===== src/rtl/lsu_pkg.sv =====
// Shared types and request-classification helpers for the load/store unit.
package lsu_pkg;

  typedef enum logic [2:0] {
    LB  = 3'b000,
    LH  = 3'b001,
    LW  = 3'b010,
    LBU = 3'b100,
    LHU = 3'b101
  } dat_op_e;

  // Store encodings share the signed load codes.
  localparam dat_op_e SB = LB;
  localparam dat_op_e SH = LH;
  localparam dat_op_e SW = LW;

  typedef enum logic [1:0] {IDLE, RD, WR, RESP} state_e;

  function automatic logic is_illegal_op(input logic [2:0] op, input logic write);
    case (op)
      LB, LH, LW: return 1'b0;
      LBU, LHU:   return write;
      default:    return 1'b1;
    endcase
  endfunction

  function automatic logic is_misaligned(input logic [2:0] op, input logic [1:0] addr_lo);
    case (op[1:0])
      2'b01:   return addr_lo[0];
      2'b10:   return addr_lo != 2'b00;
      default: return 1'b0;
    endcase
  endfunction

endpackage


===== src/rtl/lsu_if.sv =====
// Core request/response channel plus data-memory port of the load/store unit.
interface lsu_if;
  logic        req_valid;
  logic        req_ready;
  logic        req_write;
  logic [31:0] req_addr;
  logic [31:0] req_wdata;
  logic [2:0]  req_dat_op;
  logic        rsp_valid;
  logic        rsp_ready;
  logic [31:0] rsp_rdata;
  logic        rsp_err;
  logic [31:0] mem_addr;
  logic [31:0] mem_w_dat;
  logic [2:0]  mem_dat_op;
  logic        mem_read;
  logic        mem_write;
  logic [31:0] mem_r_dat;

  // master: core plus memory environment; slave: the load/store unit
  modport master (
    output req_valid, req_write, req_addr, req_wdata, req_dat_op, rsp_ready, mem_r_dat,
    input  req_ready, rsp_valid, rsp_rdata, rsp_err,
           mem_addr, mem_w_dat, mem_dat_op, mem_read, mem_write
  );

  modport slave (
    input  req_valid, req_write, req_addr, req_wdata, req_dat_op, rsp_ready, mem_r_dat,
    output req_ready, rsp_valid, rsp_rdata, rsp_err,
           mem_addr, mem_w_dat, mem_dat_op, mem_read, mem_write
  );
endinterface


===== src/rtl/lane_align.sv =====
// Byte/halfword lane handling: load extract with sign/zero extension and
// sub-word store merge into a previously read word. Purely combinational.
module lane_align
  import lsu_pkg::*;
(
  input  logic [2:0]  op,
  input  logic [1:0]  addr_lo,
  input  logic [31:0] word,
  input  logic [31:0] wdata,
  output logic [31:0] rdata_ext,
  output logic [31:0] merged
);

  logic [7:0]  byte_sel;
  logic [15:0] half_sel;

  always_comb begin
    // NOTE: every output gets a default before the case so no path leaves it unassigned (no latch).
    byte_sel  = word[{addr_lo, 3'b000} +: 8];
    half_sel  = addr_lo[1] ? word[31:16] : word[15:0];
    rdata_ext = word;
    merged    = wdata;

    case (op)
      LB:      rdata_ext = {{24{byte_sel[7]}}, byte_sel};
      LBU:     rdata_ext = {24'h000000, byte_sel};
      LH:      rdata_ext = {{16{half_sel[15]}}, half_sel};
      LHU:     rdata_ext = {16'h0000, half_sel};
      default: rdata_ext = word;
    endcase

    case (op[1:0])
      2'b00: begin
        merged = word;
        merged[{addr_lo, 3'b000} +: 8] = wdata[7:0];
      end
      2'b01: begin
        merged = word;
        if (addr_lo[1]) merged[31:16] = wdata[15:0];
        else            merged[15:0]  = wdata[15:0];
      end
      default: merged = wdata;
    endcase
  end

endmodule


===== src/rtl/load_store_unit.sv =====
// Data-memory initiator: one load/store at a time, sub-word stores done as
// read-modify-write, bad requests answered with an error and no memory access.
module load_store_unit
  import lsu_pkg::*;
#(
  parameter int MEM_WORDS = 32
) (
  input logic  clk,
  input logic  rst_n,
  lsu_if.slave bus
);

  localparam logic [31:0] ADDR_LIMIT = 32'(4 * MEM_WORDS);

  state_e      state, state_nxt;
  logic [31:0] addr_q;
  logic [31:0] buf_q;    // store data on accept, merged word after RD
  logic [31:0] rdata_q;
  logic [2:0]  op_q;
  logic        write_q;
  logic        err_q;
  logic        req_err;
  logic        accept;
  logic [31:0] rdata_ext;
  logic [31:0] merged;

  assign accept  = (state == IDLE) && bus.req_valid;
  assign req_err = is_illegal_op(bus.req_dat_op, bus.req_write)
                || is_misaligned(bus.req_dat_op, bus.req_addr[1:0])
                || (bus.req_addr >= ADDR_LIMIT);

  lane_align u_lane_align (
    .op        (op_q),
    .addr_lo   (addr_q[1:0]),
    .word      (bus.mem_r_dat),
    .wdata     (buf_q),
    .rdata_ext (rdata_ext),
    .merged    (merged)
  );

  // NOTE: sequential state uses non-blocking assignments so all registers update together at the edge.
  always_ff @(posedge clk or negedge rst_n) begin
    if (!rst_n) state <= IDLE;
    else        state <= state_nxt;
  end

  always_comb begin
    state_nxt = state;
    case (state)
      IDLE: if (bus.req_valid) begin
        if (req_err)                                   state_nxt = RESP;
        else if (!bus.req_write || bus.req_dat_op != SW) state_nxt = RD;
        else                                           state_nxt = WR;
      end
      RD:      state_nxt = write_q ? WR : RESP;
      WR:      state_nxt = RESP;
      RESP:    if (bus.rsp_ready) state_nxt = IDLE;
      default: state_nxt = IDLE;
    endcase
  end

  // Strobes come straight from state so reset removes them immediately.
  always_comb begin
    bus.req_ready = (state == IDLE);
    bus.rsp_valid = (state == RESP);
    bus.mem_read  = (state == RD);
    bus.mem_write = (state == WR);
    bus.mem_w_dat = (state == WR) ? buf_q : 32'h0;
  end

  always_ff @(posedge clk or negedge rst_n) begin
    if (!rst_n) begin
      addr_q  <= '0;
      buf_q   <= '0;
      rdata_q <= '0;
      op_q    <= '0;
      write_q <= 1'b0;
      err_q   <= 1'b0;
    end else if (accept) begin
      addr_q  <= bus.req_addr;
      buf_q   <= bus.req_wdata;
      rdata_q <= '0;
      op_q    <= bus.req_dat_op;
      write_q <= bus.req_write;
      err_q   <= req_err;
    end else if (state == RD) begin
      if (write_q) buf_q   <= merged;
      else         rdata_q <= rdata_ext;
    end
  end

  assign bus.rsp_rdata  = rdata_q;
  assign bus.rsp_err    = err_q;
  assign bus.mem_addr   = {addr_q[31:2], 2'b00};
  assign bus.mem_dat_op = op_q;

endmodule

===== src/flat_wrapper.sv =====
// flat-port wrapper written by rule: the top's interface ports become plain ports
module load_store_unit_flat import lsu_pkg::*;
#(
  parameter int MEM_WORDS = 32
)
  (clk, rst_n, bus_req_valid, bus_req_write, bus_req_addr, bus_req_wdata, bus_req_dat_op, bus_rsp_ready, bus_mem_r_dat, bus_req_ready, bus_rsp_valid, bus_rsp_rdata, bus_rsp_err, bus_mem_addr, bus_mem_w_dat, bus_mem_dat_op, bus_mem_read, bus_mem_write);
  lsu_if bus_i ();
  input logic clk;
  input logic rst_n;
  input wire logic [$bits(bus_i.req_valid)-1:0] bus_req_valid;
  input wire logic [$bits(bus_i.req_write)-1:0] bus_req_write;
  input wire logic [$bits(bus_i.req_addr)-1:0] bus_req_addr;
  input wire logic [$bits(bus_i.req_wdata)-1:0] bus_req_wdata;
  input wire logic [$bits(bus_i.req_dat_op)-1:0] bus_req_dat_op;
  input wire logic [$bits(bus_i.rsp_ready)-1:0] bus_rsp_ready;
  input wire logic [$bits(bus_i.mem_r_dat)-1:0] bus_mem_r_dat;
  output wire logic [$bits(bus_i.req_ready)-1:0] bus_req_ready;
  output wire logic [$bits(bus_i.rsp_valid)-1:0] bus_rsp_valid;
  output wire logic [$bits(bus_i.rsp_rdata)-1:0] bus_rsp_rdata;
  output wire logic [$bits(bus_i.rsp_err)-1:0] bus_rsp_err;
  output wire logic [$bits(bus_i.mem_addr)-1:0] bus_mem_addr;
  output wire logic [$bits(bus_i.mem_w_dat)-1:0] bus_mem_w_dat;
  output wire logic [$bits(bus_i.mem_dat_op)-1:0] bus_mem_dat_op;
  output wire logic [$bits(bus_i.mem_read)-1:0] bus_mem_read;
  output wire logic [$bits(bus_i.mem_write)-1:0] bus_mem_write;
  assign bus_i.req_valid = bus_req_valid;
  assign bus_i.req_write = bus_req_write;
  assign bus_i.req_addr = bus_req_addr;
  assign bus_i.req_wdata = bus_req_wdata;
  assign bus_i.req_dat_op = bus_req_dat_op;
  assign bus_i.rsp_ready = bus_rsp_ready;
  assign bus_i.mem_r_dat = bus_mem_r_dat;
  assign bus_req_ready = bus_i.req_ready;
  assign bus_rsp_valid = bus_i.rsp_valid;
  assign bus_rsp_rdata = bus_i.rsp_rdata;
  assign bus_rsp_err = bus_i.rsp_err;
  assign bus_mem_addr = bus_i.mem_addr;
  assign bus_mem_w_dat = bus_i.mem_w_dat;
  assign bus_mem_dat_op = bus_i.mem_dat_op;
  assign bus_mem_read = bus_i.mem_read;
  assign bus_mem_write = bus_i.mem_write;
  load_store_unit #(.MEM_WORDS(MEM_WORDS)) u_core (.clk(clk), .rst_n(rst_n), .bus(bus_i));
endmodule

===== config.mk =====
export PLATFORM = sky130hd
export DESIGN_NAME = load_store_unit_flat
export DESIGN_NICKNAME = d
export VERILOG_FILES = /design/src/rtl/lsu_pkg.sv /design/src/rtl/lsu_if.sv /design/src/rtl/lane_align.sv /design/src/rtl/load_store_unit.sv /design/src/flat_wrapper.sv
export SDC_FILE = /design/constraint.sdc
export NUM_CORES = 1
export LEC_CHECK = 0
export ABC_CLOCK_PERIOD_IN_PS = 5640
export CAP_MARGIN = 20
export CORE_ASPECT_RATIO = 1.75
export CORE_MARGIN = 3
export CORE_UTILIZATION = 32
export DETAILED_ROUTE_END_ITERATION = 8
export GPL_TIMING_DRIVEN = 0
export HOLD_SLACK_MARGIN = 0.08
export PLACE_DENSITY = 0.65
export SLEW_MARGIN = 5
export SYNTH_ARGS = -nofsm -noshare
export SYNTH_HDL_FRONTEND = slang
export SYNTH_SLANG_ARGS = --single-unit
export TNS_END_PERCENT = 20

===== constraint.sdc =====
create_clock -name clk -period 5.64 [get_ports clk]
set_clock_uncertainty 0.15 [all_clocks]
set_input_delay 1.128 -clock clk [delete_from_list [all_inputs] [get_ports clk]]
set_output_delay 1.128 -clock clk [all_outputs]
set_load 0.02 [all_outputs]

==> results of run 1 <==
[cell families after synthesis]
group                    Yosys count
buffers and inverters             86
adder cells (fa/ha/maj)           11
multiplexers                      39
AO/OA/AOI/OAI                    145
AND/OR/NAND/NOR                  246
other                              1
flip-flops                       103
[worst paths after layout]
path / startpoint / endpoint / slack (ns) / cells past startpoint
hold / removal: u_core.addr_q[23] / u_core.addr_q[23] / 0.33 / 2
max in group asynchronous: rst_n / u_core.buf_q[10] / 4.11 / 2
hold reg to reg: u_core.addr_q[23] / u_core.addr_q[23] / 0.33 / 2
setup / recovery: u_core.state[0] / bus_mem_w_dat[8] / 1.92 / 5
min in group asynchronous: rst_n / u_core.bus.rsp_rdata[6] / 0.59 / 1
setup reg to reg: u_core.addr_q[1] / u_core.buf_q[30] / 3.05 / 8
[Yosys cell counts (3+ instances only)]
cell type	instances	area, um2
o2bb2ai_1	8	70.07
nor2b_1	6	37.54
o21ai_1	4	20.02
a31oi_1	16	100.1
a221o_1	16	160.2
dfrtp_1	103	2577
a21oi_1	7	35.03
nor3_1	3	15.01
mux2i_1	24	240.2
mux2_2	12	135.1
nor4_1	7	43.79
buf_4	35	262.8
a22o_1	9	78.83
o21ai_0	30	150.1
clkbuf_1	24	90.09
a32o_1	8	80.08
ha_1	11	137.6
a211o_1	16	140.1
and2_1	33	206.5
buf_2	8	40.04
buf_1	5	18.77
nand2_1	145	544.3
nand2b_1	13	81.33
a221oi_1	24	210.2
nor2_1	21	78.83
or3_1	4	25.02
inv_1	11	41.29
[routing by layer]
| layer | vias to the layer above | GRT usage [%] | share of wire, % |
|---|---|---|---|
| met1 | 2648 | 22.75 | 36 |
| met5 | - | 0 | 0 |
| li1 | 2651 | - | - |
| met3 | 45 | 4.465 | 6.9 |
| met2 | 221 | 38.64 | 53 |
| met4 | 0 | 10.41 | 4.6 |
[flip-flops by register name (all words and copies together), names as in the netlist]
register,count
u_core.addr_q,32
u_core.buf_q,32
u_core.bus.rsp_rdata,32
u_core.bus.mem_dat_op,3
u_core.state,2
u_core.bus.rsp_err,1
u_core.write_q,1
[power groups by stage]
stage / Sequential [mW] / Clock (mW) / Combinational, mW
CTS: 1.35 / 0.634 / 2.86
global placement: 1.35 / 0 / 2.83
finish: 1.35 / 0.623 / 2.84
floorplan: 1.36 / 0 / 1.67
global route: 1.39 / 0.664 / 3.08
detailed placement: 1.36 / 0 / 2.85
[final cells by class]
cell class / count / area [um2]
timing repair buffer: 206 / 2081
clock buffer: 13 / 270.3
buffer: 75 / 432.9
inverter: 11 / 41.29
sequential: 103 / 2577
tap: 234 / 292.8
fill: 1782 / 9507
clock inverter: 3 / 25.02
multi-input combinational: 443 / 2828
[metrics by stage]
step	worst slack [ns]	area, um2	setup TNS [ns]
floorplan	3.074	5879	0
global placement	-0.8144	8224	-82.84
detailed placement	2.266	8253	0
CTS	1.882	8548	0
global route	1.795	8548	0
finish	1.923	8548	0
[cells in the final DEF (no fill, tap or decap), types with 9 or more instances in the layout]
master | netlist | layout
nand2_1 | 145 | 145
inv_1 | 11 | 11
mux2_2 | 12 | 12
clkdlybuf4s50_1 | 0 | 204
nor2_1 | 21 | 21
a22o_1 | 9 | 9
dfrtp_1 | 103 | 103
clkbuf_16 | 0 | 9
clkbuf_1 | 24 | 25
buf_4 | 35 | 35
and2_1 | 33 | 33
a211o_1 | 16 | 16
a221oi_1 | 24 | 24
nand2b_1 | 13 | 13
a31oi_1 | 16 | 16
ha_1 | 11 | 11
o21ai_0 | 30 | 30
mux2i_1 | 24 | 24
a221o_1 | 16 | 16
[critical path, stage by stage, from the launching register on]
cell and delay, ns:
dfrtp_1 0.43, inv_1 0.10, ha_1 0.38, clkbuf_1 0.32
and2_1 0.25, clkdlybuf4s50_1 0.62
==> metrics.txt, run 1 <==
# TYPE chip_impl_metric gauge
chip_impl_metric{name="synth_cells",unit=""} 631
chip_impl_metric{name="port-buffer-count",unit=""} 205
chip_impl_metric{name="slew_viol_final",unit=""} 0
chip_impl_metric{name="grt_max_degree",unit=""} 54
chip_impl_metric{name="placementRows",unit=""} 65
chip_impl_metric{name="sw_frac_of_total",unit="%"} 42.86
chip_impl_metric{name="share_comb_of_total_power",unit="%"} 58.9
chip_impl_info{name="holdCritPathClass",value="register to register"} 1
chip_impl_metric{name="layoutNonFillerInstCount",unit=""} 1088
chip_impl_metric{name="antenna_cells_inserted",unit=""} 0
chip_impl_metric{name="drt-initial-drc-count",unit=""} 263
chip_impl_metric{name="min_period_over_period",unit="%"} 65.90
chip_impl_metric{name="i_o_pins",unit=""} 208
chip_impl_info{name="setup.worst_path.start_class",value="register"} 1
chip_impl_metric{name="ir_worst_vdd",unit="V"} 0.0002339
chip_impl_metric{name="finalSetupViolCount",unit=""} 0
chip_impl_metric{name="area_growth_syn_to_layout",unit="%"} 45.49
chip_impl_metric{name="detailedRoute.firstPassIterationCount",unit=""} 5
chip_impl_metric{name="whs",unit="ns"} 0.3306
chip_impl_metric{name="p_leak",unit="nW"} 3.717
chip_impl_info{name="rsz0062_at_grt",value="false"} 1
chip_impl_metric{name="clkPwrFrac",unit="%"} 12.9
chip_impl_metric{name="routed_wirelength",unit="um"} 21420
chip_impl_metric{name="die_height",unit="um"} 185.3
chip_impl_metric{name="start_util",unit="%"} 32.54
chip_impl_metric{name="core_area",unit="um2"} 18050
chip_impl_metric{name="route.detailed.wl_per_inst",unit="um"} 19.69
chip_impl_metric{name="clkLatencyLatePin",unit="ns"} 0.35
chip_impl_info{name="cts_tree",value="done"} 1
chip_impl_metric{name="cts.path.max_buffers",unit=""} 2
chip_impl_metric{name="total_switching_power",unit="mW"} 2.063
chip_impl_metric{name="synth-compound-area-share",unit="%"} 18.82
chip_impl_metric{name="internal_power",unit="mW"} 2.750
chip_impl_metric{name="utilization",unit="%"} 47.35
chip_impl_metric{name="die-area",unit="um2"} 20090
chip_impl_metric{name="synthAdderAreaFrac",unit="%"} 2.342
chip_impl_metric{name="cts_setup_buffers",unit=""} 0
chip_impl_metric{name="synthXorXnorAreaFrac",unit="%"} 0
chip_impl_info{name="worstSetupPathType",value="register to output port"} 1
chip_impl_metric{name="routed_via_density",unit=""} 5.115
chip_impl_info{name="status",value="finished clean"} 1
chip_impl_metric{name="grt_pass1_wl",unit="um"} 32260
chip_impl_metric{name="slew_headroom",unit="%"} 55.02
chip_impl_metric{name="syn_avg_cell_area",unit="um2"} 9.312
chip_impl_metric{name="path_max_fanout",unit=""} 10
chip_impl_info{name="dominantRegCellSynth",value="dfrtp_1"} 1
chip_impl_metric{name="fin_nets",unit=""} 964
chip_impl_metric{name="ctsHtreeMaxLevel",unit=""} 3
chip_impl_metric{name="first_global_vias",unit=""} 5637
chip_impl_metric{name="detail-route-antenna-nets",unit=""} 0
chip_impl_metric{name="cts_resized",unit=""} 0
chip_impl_info{name="synth_top_family_by_area",value="simple AND/OR/NAND/NOR gates"} 1
chip_impl_metric{name="grt_remaining_overflow",unit=""} 0
chip_impl_info{name="ctsRootBufferMaster",value="clkbuf_16"} 1
chip_impl_metric{name="synth-edff-count",unit=""} 0
chip_impl_info{name="kind_of_end_point_of_the_critical_path",value="output port"} 1
chip_impl_metric{name="cts-buffers-inserted",unit=""} 9
chip_impl_metric{name="floorplan.die.width",unit="um"} 108.4
chip_impl_metric{name="drc",unit=""} 0
chip_impl_metric{name="max_cap_violations",unit=""} 0
chip_impl_metric{name="yosys.area_share.simple",unit="%"} 19.63
chip_impl_metric{name="number_of_antenna_violations_at_the_first_check_in_global_routing",unit=""} 0
chip_impl_metric{name="synth_mux_area_share",unit="%"} 7.198
chip_impl_metric{name="design_power_total",unit="mW"} 4.813
chip_impl_metric{name="placed_cells_incl_taps",unit=""} 1072
chip_impl_metric{name="worst_ep_required_time",unit="ns"} 4.36
chip_impl_metric{name="hpwl",unit="um"} 17090
chip_impl_metric{name="post_synth_arst_share",unit="%"} 100.0
chip_impl_metric{name="number_of_vias_after_detailed_routing",unit=""} 5565
chip_impl_metric{name="cts.sink_count",unit=""} 103
chip_impl_metric{name="worst_ep_arrival",unit="ns"} 2.44
chip_impl_metric{name="sequential_share_of_the_synthesized_area",unit="%"} 43.87
chip_impl_metric{name="tightestPinTransition",unit="ns"} 0.6676
chip_impl_metric{name="synth_cell_area",unit="um2"} 5876
chip_impl_metric{name="groute.usage.overall",unit="%"} 21.19
chip_impl_metric{name="report.final.hold_viol_count",unit=""} 0
chip_impl_metric{name="cts.hold.buffers_added",unit=""} 0
chip_impl_metric{name="sequentialPowerShare",unit="%"} 28.1
chip_impl_metric{name="drive_gt1_share",unit="%"} 9.368
chip_impl_metric{name="yosys_warnings",unit=""} 0
chip_impl_metric{name="period_needed",unit="ns"} 3.717
chip_impl_metric{name="max_freq",unit="GHz"} 0.2691
chip_impl_metric{name="power.density_cell_area",unit="nW/um2"} 563.0
chip_impl_metric{name="gp_routability_congestion",unit=""} 0.9168
chip_impl_metric{name="yosysUniqueCellTypes",unit=""} 50
chip_impl_metric{name="clkSlewWorstSetupHoldPaths",unit="ns"} 0.07
chip_impl_metric{name="ys_seq_elements",unit=""} 103
Power figures use the tool's default switching activity.
==> inputs of run 2 (changes only) <==
--- a/config.mk
+++ b/config.mk
@@ -5,7 +5,7 @@
 export SDC_FILE = /design/constraint.sdc
 export NUM_CORES = 1
 export LEC_CHECK = 0
-export ABC_CLOCK_PERIOD_IN_PS = 5640
+export ABC_CLOCK_PERIOD_IN_PS = 3350
 export CAP_MARGIN = 20
 export CORE_ASPECT_RATIO = 1.75
 export CORE_MARGIN = 3
@@ -13,7 +13,7 @@
 export DETAILED_ROUTE_END_ITERATION = 8
 export GPL_TIMING_DRIVEN = 0
 export HOLD_SLACK_MARGIN = 0.08
-export PLACE_DENSITY = 0.65
+export PLACE_DENSITY = 0.68
 export SLEW_MARGIN = 5
 export SYNTH_ARGS = -nofsm -noshare
 export SYNTH_HDL_FRONTEND = slang
==> constraint.sdc (replaced) <==
create_clock -name clk -period 3.35 [get_ports clk]
set_clock_uncertainty 0.15 [all_clocks]
set_input_delay 0.67 -clock clk [delete_from_list [all_inputs] [get_ports clk]]
set_output_delay 0.67 -clock clk [all_outputs]
set_load 0.02 [all_outputs]
==> run 2 against run 1 <==
Effect of this change:
- worst hold slack got worse by 0.0033 ns
- non-clock buffer count rose by 1
- power rose by 70%
- largest cell class unchanged
- largest power group unchanged
- register-to-register slack got worse by 2.3 ns
- sequential power rose by 67%
- setup slack got worse by 1.8 ns
- cell area rose by 0.26%
- via count rose by 0.47%
- critical path depth did not move
- sequential share of layout area fell by 0.079 points
- first-iteration DRC count fell by 14%
- sequential cell count did not move
==> metrics.txt, run 2 (same netlist as run 1, synthesis figures left out) <==
# TYPE chip_impl_metric gauge
chip_impl_metric{name="critical-path-max-stage-delay",unit="ns"} 0.61
chip_impl_metric{name="routed_wirelength",unit="um"} 21470
chip_impl_metric{name="i_o_pins",unit=""} 208
chip_impl_metric{name="route.detailed.wl_per_inst",unit="um"} 19.72
chip_impl_info{name="layout.cells.most_common_list",value="clkdlybuf4s50_1, nand2_1, dfrtp_1, buf_4, and2_1"} 1
chip_impl_metric{name="number_of_antenna_violations_at_the_first_check_in_global_routing",unit=""} 0
chip_impl_info{name="crit_start",value="u_core.state[0]"} 1
chip_impl_metric{name="fillers",unit=""} 1761
chip_impl_metric{name="fin_nets",unit=""} 965
chip_impl_metric{name="tightestPinTransition",unit="ns"} 0.6918
chip_impl_metric{name="r2r_setup_slack",unit="ns"} 0.71
chip_impl_metric{name="period_needed",unit="ns"} 3.227
chip_impl_metric{name="multi_input_comb_area",unit="um2"} 2828
chip_impl_metric{name="cts_setup_buffers",unit=""} 0
chip_impl_info{name="worstSetupPathType",value="register to output port"} 1
chip_impl_metric{name="detailedRoute.firstPassIterationCount",unit=""} 6
chip_impl_metric{name="routed_via_density",unit=""} 5.134
chip_impl_metric{name="design_power_total",unit="mW"} 8.168
chip_impl_metric{name="whs",unit="ns"} 0.3273
chip_impl_metric{name="first_global_vias",unit=""} 5670
chip_impl_metric{name="ctsHtreeMaxLevel",unit=""} 3
chip_impl_info{name="status",value="finished clean"} 1
chip_impl_info{name="worst_path_max_delay_cell",value="clkdlybuf4s50_1"} 1
chip_impl_info{name="final_common_cell",value="clkdlybuf4s50_1"} 1
chip_impl_metric{name="cts.sink_count",unit=""} 103
chip_impl_info{name="kind_of_end_point_of_the_critical_path",value="output port"} 1
chip_impl_info{name="setup.worst_path.start_class",value="register"} 1
chip_impl_metric{name="worst_ep_arrival",unit="ns"} 2.41
chip_impl_metric{name="min_period_over_period",unit="%"} 96.33
chip_impl_metric{name="cts-buffers-inserted",unit=""} 9
chip_impl_metric{name="gp_routability_congestion",unit=""} 0.9332
chip_impl_metric{name="drt-initial-drc-count",unit=""} 227
chip_impl_metric{name="report.final.hold_viol_count",unit=""} 0
chip_impl_info{name="r2r-end",value="u_core.buf_q[30]"} 1
chip_impl_metric{name="grt_max_degree",unit=""} 74
chip_impl_metric{name="start_util",unit="%"} 32.54
chip_impl_metric{name="placement.cell_area",unit="um2"} 8253
chip_impl_metric{name="cts.path.max_buffers",unit=""} 2
chip_impl_metric{name="slew_headroom",unit="%"} 53.88
chip_impl_metric{name="finalSetupViolCount",unit=""} 0
chip_impl_metric{name="max_freq",unit="GHz"} 0.3099
chip_impl_metric{name="placementRows",unit=""} 65
chip_impl_info{name="min_from",value="u_core.addr_q[23]"} 1
chip_impl_metric{name="sequential_cell_area",unit="um2"} 2577
chip_impl_metric{name="groute.usage.overall",unit="%"} 21.40
chip_impl_metric{name="slew_viol_final",unit=""} 0
chip_impl_metric{name="floorplan.die.width",unit="um"} 108.4
chip_impl_info{name="cts_tree",value="done"} 1
chip_impl_info{name="holdCritPathClass",value="register to register"} 1
chip_impl_metric{name="area_growth_syn_to_layout",unit="%"} 45.87
chip_impl_metric{name="die_height",unit="um"} 185.3
chip_impl_metric{name="core_area",unit="um2"} 18050
chip_impl_metric{name="worst_ep_required_time",unit="ns"} 2.53
chip_impl_info{name="ctsRootBufferMaster",value="clkbuf_16"} 1
chip_impl_metric{name="cp.depth",unit=""} 5
chip_impl_metric{name="grt_remaining_overflow",unit=""} 0
chip_impl_metric{name="drive_gt1_share",unit="%"} 9.708
chip_impl_info{name="crit_end",value="bus_mem_w_dat[12]"} 1
chip_impl_metric{name="design_area",unit="um2"} 8571
chip_impl_metric{name="critical_path.n_buffers_inverters",unit=""} 3
chip_impl_info{name="worstPathCellList",value="inv_1 -> ha_1 -> clkbuf_1 -> and2_1 -> clkdlybuf4s50_1"} 1
chip_impl_metric{name="path_max_fanout",unit=""} 10
chip_impl_metric{name="port-buffer-count",unit=""} 205
chip_impl_metric{name="number_of_vias_after_detailed_routing",unit=""} 5591
chip_impl_metric{name="drc",unit=""} 0
chip_impl_metric{name="antenna_cells_inserted",unit=""} 0
chip_impl_metric{name="max_cap_violations",unit=""} 0
chip_impl_metric{name="power.density_cell_area",unit="nW/um2"} 953.0
chip_impl_info{name="cp_top_family",value="buffers and inverters"} 1
chip_impl_metric{name="ir_worst_vdd",unit="V"} 0.0004907
chip_impl_metric{name="die-area",unit="um2"} 20090
chip_impl_metric{name="accumulated_negative_setup_slack",unit="ns"} 0
chip_impl_info{name="rsz0062_at_grt",value="true"} 1
chip_impl_metric{name="timing.reg2reg.worst_path_depth",unit=""} 8
chip_impl_metric{name="clkLatencyLatePin",unit="ns"} 0.35
chip_impl_info{name="timing.rr.start",value="u_core.addr_q[1]"} 1
chip_impl_metric{name="detail-route-antenna-nets",unit=""} 0
chip_impl_metric{name="grt_pass1_wl",unit="um"} 32540
chip_impl_metric{name="hpwl",unit="um"} 17110
chip_impl_metric{name="clkSlewWorstSetupHoldPaths",unit="ns"} 0.07
chip_impl_metric{name="p_leak",unit="nW"} 3.739
==> run 2: cell types whose count changed in the layout (fill, tap and decap cells not counted), sizes merged <==
cell	before	now
clkbuf	39	36
clkinv	1	2
dlygate4sd3	0	1
inv	12	14
bufinv	0	1
clkinvlp	1	0
==> run 2: worst register-to-register path, cell delays in order (launching register included) <==
cell and delay (ns):
dfrtp_1 0.50, buf_4 0.24, inv_1 0.17, ha_1 0.36, nor4bb_1 0.28, clkbuf_2 0.24
a221oi_1 0.10, a211o_1 0.32, a31oi_1 0.18
==> run 2: metrics by stage <==
step           std cells  util [%]  worst slack, ns
3_5_place_dp        1072     45.71           0.4846
2_1_floorplan        632         -            1.146
4_1_cts             1089     47.46          0.09013
5_1_grt             1089     47.47         -0.01518
6_report            1089     47.47           0.1230
3_3_place_gp        1071     45.55           -2.654
==> run 2: how the worst min path moves through the flow <==
stage,to,cells after the start
4_1_cts,u_core.addr_q[12],2
3_5_place_dp,u_core.addr_q[28],2
3_3_place_gp,u_core.addr_q[14],2
2_1_floorplan,u_core.addr_q[0],0
5_1_grt,u_core.addr_q[12],2
6_report,u_core.addr_q[23],2
==> run 2: final cells by class <==
type / instances / area share [%]
Buffer: 75 / 5.080
Clock buffer: 10 / 2.788
Clock inverter: 6 / 0.7737
Inverter: 11 / 0.4818
Multi-Input combinational cell: 443 / 32.99
Sequential cell: 103 / 30.07
Tap cell: 234 / 3.416
Timing Repair Buffer: 207 / 24.39
==> run 2: timing repair <==
action	4_1_cts	5_1_grt
gates resized for setup	0	4
endpoints found under the hold margin	30	0
endpoints found under the setup margin	0	14
hold buffers	1	0
==> run 2: per-layer routing <==
| metal | part of all wire, % | global-route usage, % | vias up | wire length, um |
|---|---|---|---|---|
| li1 | - | - | 2646 | - |
| met2 | 53 | 38.69 | 241 | 11390 |
| met3 | 6.8 | 4.674 | 46 | 1469 |
| met5 | 0 | 0 | - | 0 |
| met4 | 4.8 | 11.07 | 0 | 1032 |
| met1 | 35 | 22.92 | 2658 | 7581 |
==> run 2: report_power, final <==
part           total, mW  switching, mW  internal, mW
combinational       4.82           2.56          2.26
sequential          2.25          0.449          1.80
clock               1.10          0.492         0.606
